$ cat config.mk
export PLATFORM = sky130hd
export DESIGN_NAME = gat_layer_sequencer
export DESIGN_NICKNAME = d
export VERILOG_FILES = /design/src/rtl/gat_pkg.sv /design/src/rtl/gat_feat_skid_fifo.sv /design/src/rtl/gat_layer_sequencer.sv
export SDC_FILE = /design/constraint.sdc
export NUM_CORES = 1
export LEC_CHECK = 0
export ABC_AREA = 1
export BUFFER_PORTS_ARGS = -buffer_cell sky130_fd_sc_hd__buf_2
export CORE_AREA = 2 2 91 180
export CTS_BUF_LIST = sky130_fd_sc_hd__clkbuf_8
export CTS_CLUSTER_SIZE = 28
export DETAILED_ROUTE_END_ITERATION = 12
export DIE_AREA = 0 0 93 182
export PLACE_DENSITY = 0.87
export SYNTH_ARGS = -nofsm -noshare
export SYNTH_HDL_FRONTEND = slang
export SYNTH_SLANG_ARGS = --single-unit
export TNS_END_PERCENT = 20
$ cat constraint.sdc
create_clock -name clk -period 3 [get_ports clk]
set_input_delay 0.3 -clock clk [delete_from_list [all_inputs] [get_ports clk]]
set_output_delay 0.3 -clock clk [all_outputs]
set_load 0.02 [all_outputs]
$ cat src/rtl/gat_pkg.sv
// Shared types and default sizing for the GAT layer datapath and its sequencer.
package gat_pkg;

   localparam int GAT_NEW_FEATURE_WIDTH  = 32;
   localparam int GAT_NUM_SUBGRAPHS      = 2708;
   localparam int GAT_NUM_FEATURE_OUT    = 16;
   localparam int GAT_NEW_FEATURE_DEPTH  = GAT_NUM_SUBGRAPHS * GAT_NUM_FEATURE_OUT;
   localparam int GAT_NEW_FEATURE_ADDR_W = $clog2(GAT_NEW_FEATURE_DEPTH);
   localparam int GAT_TIMEOUT_W          = 32;

   typedef enum logic [2:0] {
      ST_IDLE,
      ST_WAIT_LOAD,
      ST_LAUNCH,
      ST_RUN,
      ST_DRAIN,
      ST_DONE,
      ST_ERROR
   } gat_seq_state_t;

endpackage

$ cat src/rtl/gat_feat_skid_fifo.sv
// Two-entry registered FIFO absorbing the feature BRAM read latency under backpressure.
module gat_feat_skid_fifo #(
   parameter int W = 33
) (
   input  logic         clk,
   input  logic         rst,
   input  logic         flush,
   input  logic         push,
   input  logic [W-1:0] push_data,
   input  logic         pop,
   output logic         head_valid,
   output logic [W-1:0] head_data,
   output logic [1:0]   count
);

   logic [1:0][W-1:0] mem_q, mem_d;
   logic              wr_ptr_q, wr_ptr_d;
   logic              rd_ptr_q, rd_ptr_d;
   logic [1:0]        cnt_q, cnt_d;
   logic              pop_ok, push_ok;

   always_comb begin
      pop_ok   = pop && (cnt_q != 2'd0);
      push_ok  = push && ((cnt_q != 2'd2) || pop_ok);
      mem_d    = mem_q;
      wr_ptr_d = wr_ptr_q;
      rd_ptr_d = rd_ptr_q;
      cnt_d    = cnt_q;
      if (flush) begin
         wr_ptr_d = 1'b0;
         rd_ptr_d = 1'b0;
         cnt_d    = 2'd0;
      end else begin
         if (push_ok) begin
            mem_d[wr_ptr_q] = push_data;
            wr_ptr_d        = ~wr_ptr_q;
         end
         if (pop_ok) rd_ptr_d = ~rd_ptr_q;
         cnt_d = cnt_q + {1'b0, push_ok} - {1'b0, pop_ok};
      end
   end

   always_ff @(posedge clk) begin
      if (rst) begin
         mem_q    <= '0;
         wr_ptr_q <= 1'b0;
         rd_ptr_q <= 1'b0;
         cnt_q    <= 2'd0;
      end else begin
         mem_q    <= mem_d;
         wr_ptr_q <= wr_ptr_d;
         rd_ptr_q <= rd_ptr_d;
         cnt_q    <= cnt_d;
      end
   end

   assign head_valid = (cnt_q != 2'd0);
   assign head_data  = mem_q[rd_ptr_q];
   assign count      = cnt_q;

endmodule

$ cat src/rtl/gat_layer_sequencer.sv
// Runs one GAT layer: waits for loads, launches the core, then drains new features as a stream.
module gat_layer_sequencer
   import gat_pkg::*;
#(
   parameter int NEW_FEATURE_WIDTH  = GAT_NEW_FEATURE_WIDTH,
   parameter int NUM_SUBGRAPHS      = GAT_NUM_SUBGRAPHS,
   parameter int NUM_FEATURE_OUT    = GAT_NUM_FEATURE_OUT,
   parameter int NEW_FEATURE_DEPTH  = NUM_SUBGRAPHS * NUM_FEATURE_OUT,
   parameter int NEW_FEATURE_ADDR_W = $clog2(NEW_FEATURE_DEPTH),
   parameter int TIMEOUT_W          = GAT_TIMEOUT_W
) (
   input  logic                          clk,
   input  logic                          rst,
   input  logic                          start,
   input  logic                          abort,
   input  logic                          layer_sel,
   input  logic [TIMEOUT_W-1:0]          timeout_limit,
   input  logic                          h_data_load_done,
   input  logic                          h_node_info_load_done,
   input  logic                          wgt_load_done,
   output logic                          gat_layer,
   output logic                          gat_start,
   input  logic                          gat_ready,
   output logic [NEW_FEATURE_ADDR_W-1:0] feat_bram_addrb,
   input  logic [NEW_FEATURE_WIDTH-1:0]  feat_bram_dout,
   output logic                          m_valid,
   input  logic                          m_ready,
   output logic [NEW_FEATURE_WIDTH-1:0]  m_data,
   output logic                          m_last,
   output logic                          busy,
   output logic                          done,
   output logic                          err_timeout,
   output logic [TIMEOUT_W-1:0]          run_cycles
);

   localparam int               IDX_W    = $clog2(NEW_FEATURE_DEPTH + 1);
   localparam logic [IDX_W-1:0] LAST_IDX = IDX_W'(NEW_FEATURE_DEPTH - 1);
   localparam logic [IDX_W-1:0] END_IDX  = IDX_W'(NEW_FEATURE_DEPTH);

   gat_seq_state_t         state_q, state_d;
   logic                   layer_q, layer_d;
   logic [TIMEOUT_W-1:0]   run_cycles_q, run_cycles_d;
   logic                   done_q, done_d;
   logic                   err_q, err_d;
   logic                   ready_prev_q;
   logic [IDX_W-1:0]       rd_idx_q, rd_idx_d;
   logic                   rd_pend_q, rd_pend_d;
   logic                   rd_pend_last_q, rd_pend_last_d;

   logic                         accept, rise, issue, pop, abort_act;
   logic [2:0]                   occ;
   logic [1:0]                   fifo_count;
   logic                         fifo_vld;
   logic [NEW_FEATURE_WIDTH:0]   fifo_head;

   gat_feat_skid_fifo #(.W(NEW_FEATURE_WIDTH + 1)) u_fifo (
      .clk        (clk),
      .rst        (rst),
      .flush      (abort_act),
      .push       (rd_pend_q),
      .push_data  ({rd_pend_last_q, feat_bram_dout}),
      .pop        (pop),
      .head_valid (fifo_vld),
      .head_data  (fifo_head),
      .count      (fifo_count)
   );

   // Stream and read-issue handshakes are combinational so the drain sustains one word per cycle.
   always_comb begin
      abort_act = abort && (state_q != ST_IDLE);
      accept    = start && !abort && (state_q inside {ST_IDLE, ST_DONE, ST_ERROR});
      rise      = gat_ready && !ready_prev_q;
      m_valid   = fifo_vld && (state_q == ST_DRAIN) && !abort;
      m_data    = fifo_head[NEW_FEATURE_WIDTH-1:0];
      m_last    = m_valid && fifo_head[NEW_FEATURE_WIDTH];
      pop       = m_valid && m_ready;
      occ       = 3'(fifo_count) + 3'(rd_pend_q) - 3'(pop);
      issue     = (state_q == ST_DRAIN) && !abort && (rd_idx_q < END_IDX) && (occ < 3'd2);
      feat_bram_addrb = issue ? NEW_FEATURE_ADDR_W'(rd_idx_q) : '0;
   end

   always_comb begin
      state_d        = state_q;
      layer_d        = layer_q;
      run_cycles_d   = run_cycles_q;
      done_d         = done_q;
      err_d          = err_q;
      rd_idx_d       = issue ? rd_idx_q + IDX_W'(1) : rd_idx_q;
      rd_pend_d      = issue;
      rd_pend_last_d = issue && (rd_idx_q == LAST_IDX);
      if (abort_act) begin
         state_d = ST_IDLE;
      end else if (accept) begin
         state_d      = ST_WAIT_LOAD;
         layer_d      = layer_sel;
         run_cycles_d = '0;
         done_d       = 1'b0;
         err_d        = 1'b0;
      end else begin
         case (state_q)
            ST_WAIT_LOAD:
               if (h_data_load_done && h_node_info_load_done && wgt_load_done) state_d = ST_LAUNCH;
            ST_LAUNCH:
               state_d = ST_RUN;
            ST_RUN: begin
               if (run_cycles_q != '1) run_cycles_d = run_cycles_q + TIMEOUT_W'(1);
               // A completion edge beats a timeout landing on the same cycle.
               if (rise) begin
                  state_d  = ST_DRAIN;
                  rd_idx_d = '0;
               end else if ((timeout_limit != '0) &&
                            (run_cycles_q == timeout_limit - TIMEOUT_W'(1))) begin
                  state_d = ST_ERROR;
                  err_d   = 1'b1;
               end
            end
            ST_DRAIN:
               if (pop && fifo_head[NEW_FEATURE_WIDTH]) begin
                  state_d = ST_DONE;
                  done_d  = 1'b1;
               end
            default: ;
         endcase
      end
   end

   always_ff @(posedge clk) begin
      if (rst) begin
         state_q        <= ST_IDLE;
         layer_q        <= 1'b0;
         run_cycles_q   <= '0;
         done_q         <= 1'b0;
         err_q          <= 1'b0;
         ready_prev_q   <= 1'b0;
         rd_idx_q       <= '0;
         rd_pend_q      <= 1'b0;
         rd_pend_last_q <= 1'b0;
      end else begin
         state_q        <= state_d;
         layer_q        <= layer_d;
         run_cycles_q   <= run_cycles_d;
         done_q         <= done_d;
         err_q          <= err_d;
         ready_prev_q   <= gat_ready;
         rd_idx_q       <= rd_idx_d;
         rd_pend_q      <= rd_pend_d;
         rd_pend_last_q <= rd_pend_last_d;
      end
   end

   assign gat_layer   = layer_q;
   assign gat_start   = (state_q == ST_LAUNCH);
   assign busy        = !(state_q inside {ST_IDLE, ST_DONE, ST_ERROR});
   assign done        = done_q;
   assign err_timeout = err_q;
   assign run_cycles  = run_cycles_q;

endmodule

* Yosys cells after proc, flatten, opt, wreduce, memory -nomap -nowiden *
Cells that the tools add are included.

operators by class
  eq/ne operators = 17
  $lt $le $gt $ge = 5
  reductions and logical operators = 44
  add/sub/neg operators = 7
  mux-type cells = 27
  bitwise operators = 3

operators with widths
  operator               count
  $mux 33                3
  $mux 16                6
  $mux 32                3
  $bwmux 66              1
  $demux 33 s1           1
  $add 32x1->32 const B  1
  $eq 32x32->1           1
  $ne 32x32->1 const B   1
  $reduce_bool 32->1     1
  $sub 32x1->32 const B  1
  $logic_and 1x1->1      19
  $add 16x1->16 const B  1
  $eq 16x16->1 const B   1
  $lt 16x16->1 const B   1
  $mux 3                 4
  $pmux 3 s4             1
  $reduce_and 4->1       3
  $reduce_bool 2->1      6
  $eq 3x3->1 const B     3
  $mux 1                 8
  $eq 3x2->1 const B     2
  $ne 2x2->1 const B     3
  $ne 3x3->1 const B     2
  $reduce_and 3->1       2
  other kinds (21)       28

word-level totals
  word-level logic and storage cells = 118
  register bits = 127
  bits of input ports = 74
  output and inout bits = 87

* Depth between registers and ports, before layout *
Gate-level depths: netlist (run 1).

  depth after elaboration = 12
  depth in mapped cells = 20
  depth with buffers taken out = 20

* Hierarchy *
From an unflattened synthesis (run 1), not the netlist that was laid out.

unflattened totals
  cells, all modules = 1466
  area, all modules = 8754.6 sq um

by module, submodules not included
  module               seq. area each (sq um)  cells an instance  area each (sq um)  times used
  gat_layer_sequencer  1141.1                  828                4914.7             1
  gat_feat_skid_fifo   1401.3                  638                3839.9             1

* Worst setup path after synthesis (run 1) *
Ideal clock, no wire load.

  kind = register to output
  start = register state_q[0]
  end = output feat_bram_addrb[10]
  cell stages (with the launch flop) = 16
  required time = 2.700 ns
  data arrival time = 2.970 ns
  path slack = -0.270 ns
  buffers on the path = 2
  cell sequence = dfxtp_1 nor2_2 inv_2 nor2_4 nand2_2 a21oi_4 nand2_2 inv_1 ha_1 nor2_1 fa_1 nor3b_2 nand3_2 clkbuf_1 clkbuf_1 nor2_1

on the way
  longest elaborated chain between the ends = 8
  elaborated cells between the ends (all ways) = 10
  those cells by class = add/sub: 1; order compare: 1; eq/ne: 1; mux: 1; reduce/logical: 6

RTL lines
  element                          line                        RTL
  start, declared                  gat_layer_sequencer.sv:40   gat_seq_state_t state_q, state_d;
  start signal, assigned           gat_layer_sequencer.sv:139  state_q <= state_d;
  $eq 3x3->1                       gat_layer_sequencer.sv:73   m_valid = fifo_vld && (state_q == ST_DRAIN) && !abort;
  $logic_and 1x1->1 (2 in series)  gat_layer_sequencer.sv:73
  net m_valid                      gat_layer_sequencer.sv:26   output logic m_valid,
  $logic_and 1x1->1                gat_layer_sequencer.sv:76   pop = m_valid && m_ready;
  $sub 3x1->3                      gat_layer_sequencer.sv:77   occ = 3'(fifo_count) + 3'(rd_pend_q) - 3'(pop);
  $lt 3x2->1                       gat_layer_sequencer.sv:78   issue = (state_q == ST_DRAIN) && !abort && (rd_idx_q < END_IDX) && (occ < 3'd2);
  $logic_and 1x1->1                gat_layer_sequencer.sv:78
  $mux 16                          gat_layer_sequencer.sv:79   feat_bram_addrb = issue ? NEW_FEATURE_ADDR_W'(rd_idx_q) : '0;
  end, declared                    gat_layer_sequencer.sv:24   output logic [NEW_FEATURE_ADDR_W-1:0] feat_bram_addrb,

The timed path passes the listed nets, and every way through them passes these cells.

* Worst setup path in the final report (run 1) *
  start = register state_q[1]
  end = output feat_bram_addrb[4]

on the way
  longest elaborated chain between the ends = 8
  elaborated cells between the ends (all ways) = 10
  those cells by class = add/sub: 1; order compare: 1; eq/ne: 1; mux: 1; reduce/logical: 6

RTL lines
  element                          line
  $eq 3x3->1 (*)                   gat_layer_sequencer.sv:73, gat_layer_sequencer.sv:78
  $logic_and 1x1->1 (2 in series)  gat_layer_sequencer.sv:73
  $logic_and 1x1->1                gat_layer_sequencer.sv:76
  $sub 3x1->3                      gat_layer_sequencer.sv:77
  $lt 3x2->1                       gat_layer_sequencer.sv:78
  $logic_and 1x1->1 (*)            gat_layer_sequencer.sv:78
  $mux 16 (*)                      gat_layer_sequencer.sv:79

Mark *: on every way between the ends. The rest lies on a longest branch, timed or not.

==> results.yml, run 1 <==
logic_synthesis:
  synth_area_sq_mm: 0.00788
  synth-simple-area-share: 0.328
  synth_top_family_by_area: "simple AND/OR/NAND/NOR gates"
  yosysTopAreaCell: "dfxtp_1"
  synth_top_area_share: 0.323
  ys_ff_latch: 127
  synth_sequential_area_ratio: 0.323
  synth_cells: 1238
  synth_compound_area_frac: 0.159
  netlist-cell-type-count: 46
  avgSynthCellArea_sq_um: 6.36
  synthAdderAreaFrac: 0.0152
  synth_xor_area_frac: 0.0629
  synthTopCellsByArea: "dfxtp_1 (32%), nand2_1 (12%), inv_1 (8.7%), nor2_1 (7.9%), o21ai_0 (7.3%)"
  yosysWarnings: 0
  syn_nets: 1321
  synth.area.mux_share: 0
setup_path:
  crit_chain: "nor2_4 -> inv_2 -> nor2_4 -> nand2_2 -> a21oi_4 -> nand2_2 -> inv_2 -> ha_4 -> nor2_4 -> fa_1 -> nor3b_2 -> nand3_2 -> buf_12 -> buf_6 -> nor2_4 -> buf_6"
  cp-start-kind: "register"
  worstPathRequired_ns: 2.70
  slowest_delay_ns: 0.44
  arrival_ns: 3.03
  crit_family: "simple AND/OR/NAND/NOR gates"
  critPathBufInv: 5
  worst-setup-path-type: "reg -> out"
  critPathMaxFanout: 7
  setup.worst_path.end_class: "output port"
  r2r_cells: 23
  crit_cells: 16
  crit_slowest_cell: "fa_1"
  crit_top_cell: "nor2_4"
drt:
  wl_per_cell_um: 15.4
  initialDrtViolationCount: 732
  firstDrtPassIters: 5
  ant_nets: 0
  dr_total_vias: 8779
  vias_per_cell: 5.33
  drc: 0
  routed_wl_um: 25300
outcome:
  violations: "setup timing"
  status: "finished with violations"
timing:
  worstMarginPinSlew_ns: 0.585
  finalSetupViolations: 94
  max_slew_margin: 0.607
  slew_violations: 0
  rsz0062_at_grt: "true"
  clock.fmax_mhz: 300
  skew_ns: 0.0103
  setup_ws_ns: -0.330
  whs_ns: 0.0899
  finalCritPeriodShare: 1.11
  min_period_ns: 3.33
  finalHoldViolCount: 0
clock_network:
  clock-sinks: 127
  clock_path_buffers: 2
  path_clk_slew_ns: 0.08
  clock_latency_ns: 0.44
  cts_hold_buf: 0
  cts-htree-levels: 4
  cts_root_buf: "clkbuf_8"
  cts-buffers-inserted: 17
  cts_tree: "built"
global_route:
  antenna_found_initial: 0
  grtUsageTotal: 0.289
  grt_pass1_vias: 8274
  grt_pass1_wl_um: 39700
  globalRouteOverflowTotal: 0
  grt_max_degree: 55
power_and_ir_drop:
  ir_worst_vdd_uv: 370
  cellLeakagePower_nw: 4.15
  pwr_density_cell_mw_per_mm2: 429
finish:
  drive_above_1_share: 0.239
  final_cells: 1647
  seqCellArea_sq_mm: 0.00255
  n_fill_cell: 1443
  syn_to_final_growth_pct: 27.9
  multi_input_area_sq_mm: 0.00472
  final_cell_area_sq_mm: 0.0101
  diodes: 0
  fin_nets: 1516
place:
  io_buffers: 160
  dp_slack_ns: -0.0449
  dp_hpwl_um: 18200
  placedCellCount: 1584
  place_congestion: 0.959
  place_area_sq_mm: 0.00904
job:
  max_cap_viol_count: 0
die:
  ios: 161
  core_sq_mm: 0.0156
  start_util: 0.505
  die_x_um: 93
  die-area_sq_mm: 0.0169
  die_h_um: 182
  num_rows: 65
hold_path:
  hold_depth: 3
  holdCritPathClass: "in -> reg"
## worst min-delay path: stages
cell and delay, ns:
buf_2 0.08, inv_1 0.04, nor2_1 0.07
## synth_stat cells (all sizes together)
cell type and n:
dfxtp 127, a311oi 1, buf 14, o211ai 2
inv 189, o221ai 1, xnor3 1, o21ai 122
nor3b 5, clkbuf 27, xnor2 12, a211oi 4
nor4 9, a21oi 101, o21bai 4, xor2 42
nand3b 5, nor3 52, nand2 253, nand4 15
or2 3, nand3 58, o21a 1, fa 1
ha 8, a2bb2oi 1, nor2 180
## through the flow
stage / setup TNS, ns / total power, mW / util
2_1_floorplan: -0.223 / 2.43 / -
3_3_place_gp: 0 / 2.69 / 0.579
3_5_place_dp: -0.0585 / 2.73 / 0.579
4_1_cts: -10.66 / 4.30 / 0.630
5_1_grt: -31.28 / 4.52 / 0.645
6_report: -20.82 / 4.33 / 0.645
## cell families after synthesis
| logic type | count (synthesis) |
|---|---|
| compound gates | 237 |
| xor+xnor | 55 |
| fa+ha+maj | 9 |
| buf+inv | 230 |
| flops | 127 |
| simple gates | 580 |
## layout make-up
| type | count | share of cell area |
|---|---|---|
| multi-input combinational | 881 | 0.468 |
| timing repair buffer | 217 | 0.145 |
| clock inverter | 15 | 0.0159 |
| sequential | 127 | 0.253 |
| inverter | 189 | 0.0704 |
| clock buffer | 17 | 0.0232 |
| tap | 201 | 0.0250 |
## where the power goes
group / internal (mW) / switching (mW) / total [mW] / leakage, nW
clock: 0.749 / 0.730 / 1.48 / 0.198
combinational: 0.395 / 0.672 / 1.07 / 2.92
sequential: 1.75 / 0.0358 / 1.78 / 1.03
total: 2.89 / 1.44 / 4.33 / 4.15
## state kept, by name (all words and copies together), names as in the netlist, 2 cells and up
| register | count |
|---|---|
| state_q | 3 |
| u_fifo.count | 2 |
| run_cycles | 32 |
| rd_idx_q | 16 |
| u_fifo.mem_q | 66 |
## path summary, 6_finish.rpt
check              startpoint                  to  slack (ns)
max                state_q[1]  feat_bram_addrb[4]       -0.33
min                 gat_ready        ready_prev_q        0.09
max reg2reg        state_q[1]          state_q[1]       -0.32
min reg2reg  u_fifo.mem_q[62]    u_fifo.mem_q[62]        0.45
## what timing repair did
action,in CTS,in global routing
setup buffers,19,10
gates resized for setup,111,45
gates cloned,1,2
pin swaps,12,12
endpoints found under the setup margin,17,100
## per-layer routing
layer,track usage,share of wire,up-vias
li1,-,-,4347
met3,0.0552,0.083,55
met1,0.381,0.41,3971
met5,0,0,-
met2,0.472,0.48,406
met4,0.0976,0.028,0
## cells in the final DEF (no fill, tap or decap), types with 3 or more instances in the layout
master,instances
a211oi_1,4
a21oi_1,100
buf_12,5
buf_2,144
buf_4,42
buf_6,24
clkbuf_8,17
clkinv_2,3
clkinv_4,3
dfxtp_1,124
dfxtp_2,3
ha_1,6
inv_1,181
inv_2,8
inv_6,5
nand2_1,241
nand2_2,10
nand3_1,53
nand3_4,3
nand3b_1,4
nand4_1,15
nor2_1,149
nor2_2,11
nor2_4,20
nor3_1,47
nor3_2,4
nor3b_1,4
nor4_1,8
o21ai_0,51
o21ai_1,50
o21ai_2,21
o21bai_1,4
or2_2,3
xnor2_1,11
xor2_1,41
(Power assumes the default switching activity.)
==> run 2: changes to the inputs <==
--- a/config.mk
+++ b/config.mk
@@ -7,11 +7,10 @@
 export LEC_CHECK = 0
 export ABC_AREA = 1
 export BUFFER_PORTS_ARGS = -buffer_cell sky130_fd_sc_hd__buf_2
-export CORE_AREA = 2 2 91 180
-export CTS_BUF_LIST = sky130_fd_sc_hd__clkbuf_8
+export CORE_AREA = 2 2 91 181
 export CTS_CLUSTER_SIZE = 28
 export DETAILED_ROUTE_END_ITERATION = 12
-export DIE_AREA = 0 0 93 182
+export DIE_AREA = 0 0 93 183
 export PLACE_DENSITY = 0.87
 export SYNTH_ARGS = -nofsm -noshare
 export SYNTH_HDL_FRONTEND = slang
==> results.yml, run 2 (synthesized netlist as in run 1, its figures left out) <==
die:
  core_sq_mm: 0.0156
  ios: 161
  start_util: 0.505
  die-area_sq_mm: 0.0170
  num_rows: 65
  die_x_um: 93
  die_h_um: 183
drt:
  wl_met3_um: 1850
  wl_per_cell_um: 15.1
  dr_wl_met2_um: 11900
  routed.top_layer: "met4"
  dr_total_vias: 8727
  initialDrtViolationCount: 534
  drt-met1-wl_um: 10300
  routed_wl_um: 24600
  drc: 0
  firstDrtPassIters: 7
  vias_per_cell: 5.35
  ant_nets: 0
timing:
  min_period_ns: 3.32
  worstMarginPinSlew_ns: 0.580
  final.setup.tns_ns: -5.06
  finalHoldViolCount: 0
  slew_violations: 0
  finalSetupViolations: 22
  clock.fmax_mhz: 301
  max_slew_margin: 0.612
  rsz0062_at_grt: "true"
  skew_ns: 0.0128
  finalCritPeriodShare: 1.11
  setup_ws_ns: -0.321
clock_network:
  path_clk_slew_ns: 0.06
  clock_latency_ns: 0.41
  cts-buffers-inserted: 17
  cts_root_buf: "clkbuf_16"
  cts_tree: "built"
  clock_path_buffers: 2
  cts-htree-levels: 4
  clock-sinks: 127
finish:
  fin_nets: 1500
  diodes: 0
  syn_to_final_growth_pct: 27.0
  final_cells: 1630
  final_common_cell: "nand2_1"
  n_fill_cell: 1436
  final_cell_mix: "nand2_1 (241), inv_1 (181), nor2_1 (149)"
  largest_reg_flops: 66
  drive_above_1_share: 0.216
  largest-register: "u_fifo.mem_q"
global_route:
  grt_max_degree: 69
  antenna_found_initial: 0
  grtUsageTotal: 0.280
  grt_pass1_vias: 8090
  grt_pass1_wl_um: 38600
  globalRouteOverflowTotal: 0
power_and_ir_drop:
  pwr_density_cell_mw_per_mm2: 484
  ir_worst_vdd_uv: 405
  cellLeakagePower_nw: 4.12
setup_path:
  worst-setup-path-type: "reg -> out"
  arrival_ns: 3.02
  worstPathRequired_ns: 2.70
  setup.worst_path.end_class: "output port"
  cp-start-kind: "register"
  critPathMaxFanout: 6
place:
  placedCellCount: 1583
  dp_hpwl_um: 18400
  dp_slack_ns: -0.0951
  place_congestion: 0.955
  io_buffers: 160
outcome:
  violations: "setup timing"
  status: "finished with violations"
job:
  max_cap_viol_count: 0
hold_path:
  holdCritPathClass: "in -> reg"
[run 2: cell count changes in the layout (fill, tap and decap cells not counted), moves of 3 or more]
| cell | previous run | this run |
|---|---|---|
| o21ai_0 | 51 | 115 |
| o21ai_2 | 21 | 2 |
| buf_6 | 24 | 11 |
| inv_6 | 5 | 2 |
| o21ai_1 | 50 | 5 |
| clkbuf_16 | 2 | 17 |
| clkbuf_8 | 17 | 2 |
[run 2: power by group]
part | internal, mW | switching [mW] | leakage [nW]
Sequential | 1.75 | 0.0333 | 1.03
Clock | 1.27 | 0.757 | 0.278
Combinational | 0.393 | 0.645 | 2.81
Total | 3.41 | 1.44 | 4.12
[run 2: layout make-up]
type | count | area [sq um] | share of cell area
inverters | 189 | 722 | 0.0722
flip-flops and latches | 127 | 2550 | 0.254
multi-input cells | 881 | 4610 | 0.461
clock inverters | 12 | 135 | 0.0135
repair buffers | 201 | 1280 | 0.128
clock buffers | 19 | 453 | 0.0453
well taps | 201 | 251 | 0.0251
[run 2: what timing repair did]
action / 4_1_cts / 5_1_grt
pin swaps: 5 / 7
endpoints found under the setup margin: 21 / 26
buffers inserted: 5 / 9
gates cloned: 2 / 0
hold buffers: 0 / 0
gates resized for setup: 36 / 19
[run 2: stage by stage]
| step | hold WS, ns | cell area, sq um | total power [mW] | util |
|---|---|---|---|---|
| final | 0.137 | 10000 | 4.84 | 0.641 |
| after global routing | 0.153 | 10000 | 5.04 | 0.641 |
| after CTS | 0.126 | 9850 | 4.80 | 0.631 |
| after detailed placement | 0.436 | 9050 | 2.72 | 0.579 |
| after global placement | 0.432 | 9050 | 2.69 | 0.579 |
| after floorplan | 0.420 | 7990 | 2.43 | - |
[run 2: layer usage]
layer,vias up,global-route usage
met4,0,0.0900
met2,366,0.459
met5,-,0
met1,3997,0.370
li1,4310,-
met3,54,0.0526
[run 2: path summary, 6_finish.rpt]
kind | endpoint | startpoint | depth (start not counted) | slack, ns
max | feat_bram_addrb[15] | state_q[1] | 16 | -0.32
min | gat_layer | layer_sel | 3 | 0.14
max reg2reg | rd_idx_q[13] | state_q[1] | 21 | -0.22
min reg2reg | u_fifo.mem_q[51] | u_fifo.mem_q[51] | 2 | 0.44
[run 2: worst max-delay path: stages (launching register included)]
cell and delay (ns):
dfxtp_2 0.33, nor2_4 0.11, inv_2 0.05, nor2_4 0.13, nand2_4 0.07, a21oi_4 0.13, nand2_2 0.08, inv_2 0.06
ha_4 0.19, nor2_4 0.08, fa_1 0.44, nor3b_2 0.24, nand3_4 0.15, buf_12 0.18, buf_4 0.13, nor2_2 0.09
buf_4 0.15
==> run 3: changes to the inputs <==
--- a/config.mk
+++ b/config.mk
@@ -7,11 +7,11 @@
 export LEC_CHECK = 0
 export ABC_AREA = 1
 export BUFFER_PORTS_ARGS = -buffer_cell sky130_fd_sc_hd__buf_2
-export CORE_AREA = 2 2 91 181
+export CORE_AREA = 3 3 92 182
 export CTS_CLUSTER_SIZE = 28
 export DETAILED_ROUTE_END_ITERATION = 12
-export DIE_AREA = 0 0 93 183
-export PLACE_DENSITY = 0.87
+export DIE_AREA = 0 0 95 185
+export PLACE_DENSITY_LB_ADDON = 0.05
 export SYNTH_ARGS = -nofsm -noshare
 export SYNTH_HDL_FRONTEND = slang
 export SYNTH_SLANG_ARGS = --single-unit
==> results.yml, run 3 (synthesized netlist as in run 1, its figures left out) <==
setup_path:
  cp-start-kind: "register"
  worst-setup-path-type: "reg -> out"
  rrSetupSlack_ns: -0.13
  crit_slowest_cell: "fa_1"
  crit_top_cell: "nor2_4"
  r2r_cells: 20
  slowest_delay_ns: 0.42
  rr_startpoint: "state_q[1]"
  worstPathRequired_ns: 2.70
  startpoint: "state_q[1]"
  critPathMaxFanout: 6
  crit_family: "simple AND/OR/NAND/NOR gates"
  critPathCapture: "feat_bram_addrb[0]"
  critPathBufInv: 5
  arrival_ns: 2.90
  crit_chain: "nor2_4 -> inv_2 -> nor2_4 -> nand2_2 -> a21oi_4 -> nand2_2 -> inv_2 -> ha_4 -> nor2_4 -> fa_1 -> nor3b_2 -> nand3_4 -> buf_6 -> inv_4 -> ha_4 -> buf_6"
  crit_cells: 16
  r2r-end: "rd_idx_q[13]"
  setup.worst_path.end_class: "output port"
finish:
  drive_above_1_share: 0.211
  final_cell_mix: "nand2_1 (241), inv_1 (181), nor2_1 (151)"
  largest_reg_flops: 66
  final_common_cell: "nand2_1"
  postLayoutCoreUtil: 0.640
  seqCellArea_sq_mm: 0.00255
  syn_to_final_growth_pct: 25.5
  multi_input_area_sq_mm: 0.00461
  diodes: 0
  largest-register: "u_fifo.mem_q"
  n_fill_cell: 1514
  fin_nets: 1495
timing:
  skew_ns: 0.0118
  rsz0062_at_grt: "true"
  clock.fmax_mhz: 312
  min_period_ns: 3.20
  finalSetupViolations: 19
  finalHoldViolCount: 0
  final.setup.tns_ns: -2.88
  whs_ns: 0.105
  worstMarginPinSlew_ns: 0.576
  setup_ws_ns: -0.204
  slew_violations: 0
  finalCritPeriodShare: 1.07
  max_slew_margin: 0.616
clock_network:
  clock_path_buffers: 2
  cts_tree: "built"
  cts_root_buf: "clkbuf_16"
  clock_latency_ns: 0.41
  cts_hold_buf: 0
  clock-sinks: 127
  path_clk_slew_ns: 0.06
  cts-buffers-inserted: 17
  cts-htree-levels: 4
outcome:
  status: "finished with violations"
  violations: "setup timing"
place:
  place_congestion: 1.01
  io_buffers: 160
  dp_slack_ns: -0.0410
  dp_hpwl_um: 20400
power_and_ir_drop:
  p_switching_mw: 1.52
  clkPwrFrac: 0.421
  ir_worst_vdd_uv: 408
  p_comb_frac: 0.207
  cellLeakagePower_nw: 4.08
  pwr_density_cell_mw_per_mm2: 485
  switching_share: 0.317
  power.share.sequential: 0.372
  finalPower_mw: 4.80
  intPower_mw: 3.28
drt:
  dr_total_vias: 8511
  ant_nets: 0
  drc: 0
  routed_wl_um: 25700
  firstDrtPassIters: 4
  vias_per_cell: 5.24
  wl_per_cell_um: 15.8
  initialDrtViolationCount: 319
die:
  ios: 161
  num_rows: 64
  core_sq_mm: 0.0155
  start_util: 0.510
  die_x_um: 95
  die_h_um: 185
  die-area_sq_mm: 0.0176
global_route:
  antenna_found_initial: 0
  grt_max_degree: 69
  grt_pass1_vias: 8197
  grtUsageTotal: 0.296
  grt_pass1_wl_um: 39900
  globalRouteOverflowTotal: 0
job:
  max_cap_viol_count: 0
hold_path:
  holdCritPathClass: "in -> reg"
==> run 3: cell types whose count changed in the layout (fill, tap and decap cells not counted), sizes merged <==
| cell | previous run | this run |
|---|---|---|
| clkinvlp | 4 | 2 |
| inv | 190 | 198 |
| bufinv | 2 | 1 |
| buf | 200 | 196 |
| clkbuf | 19 | 17 |
| bufbuf | 1 | 0 |
| clkinv | 5 | 3 |
==> run 3: layout make-up <==
cell class,count,share of cell area
Clock inverter,15,0.0151
Inverter,189,0.0720
Multi-Input combinational cell,881,0.467
Sequential cell,127,0.258
Timing Repair Buffer,196,0.120
Tap cell,198,0.0251
Clock buffer,17,0.0430
==> run 3: timing repair <==
action | in CTS | in global routing
pin swaps | 2 | 8
gates resized for setup | 30 | 28
setup endpoints to repair | 18 | 22
hold endpoints to repair | 0 | 0
buffers inserted | 6 | 5
==> run 3: worst min-delay path by stage <==
stage                     slack [ns]        startpoint               end  depth (start not counted)
after floorplan                 0.42  u_fifo.mem_q[32]  u_fifo.mem_q[32]                          2
after global placement          0.43  u_fifo.mem_q[43]  u_fifo.mem_q[43]                          2
after detailed placement        0.44  u_fifo.mem_q[56]  u_fifo.mem_q[56]                          2
after CTS                       0.09         gat_ready      ready_prev_q                          3
after global routing            0.11         gat_ready      ready_prev_q                          3
final                           0.11         gat_ready      ready_prev_q                          3
==> run 3: metrics by stage <==
| step | area [sq um] | cells |
|---|---|---|
| 2_1_floorplan | 7990 | 1238 |
| 3_3_place_gp | 9020 | 1580 |
| 3_5_place_dp | 9020 | 1580 |
| 4_1_cts | 9740 | 1618 |
| 5_1_grt | 9890 | 1623 |
| 6_report | 9890 | 1623 |
==> run 3: worst min-delay path, stage by stage <==
cell    delay, ns
buf_2        0.08
inv_1        0.04
nor2_1       0.07
==> run 3: power groups by stage <==
stage	logic [mW]	clock network (mW)	registers, mW
2_1_floorplan	0.613	0	1.82
3_3_place_gp	0.910	0	1.82
3_5_place_dp	0.925	0	1.82
4_1_cts	0.957	2.06	1.78
5_1_grt	1.10	2.13	1.79
6_report	0.995	2.02	1.78
==> run 3: routing by layer <==
layer / vias to the layer above / GRT usage / part of all wire
met3: 83 / 0.0480 / 0.039
met2: 229 / 0.563 / 0.55
li1: 4314 / - / -
met4: 0 / 0.211 / 0.077
met1: 3885 / 0.272 / 0.34
met5: - / 0 / 0
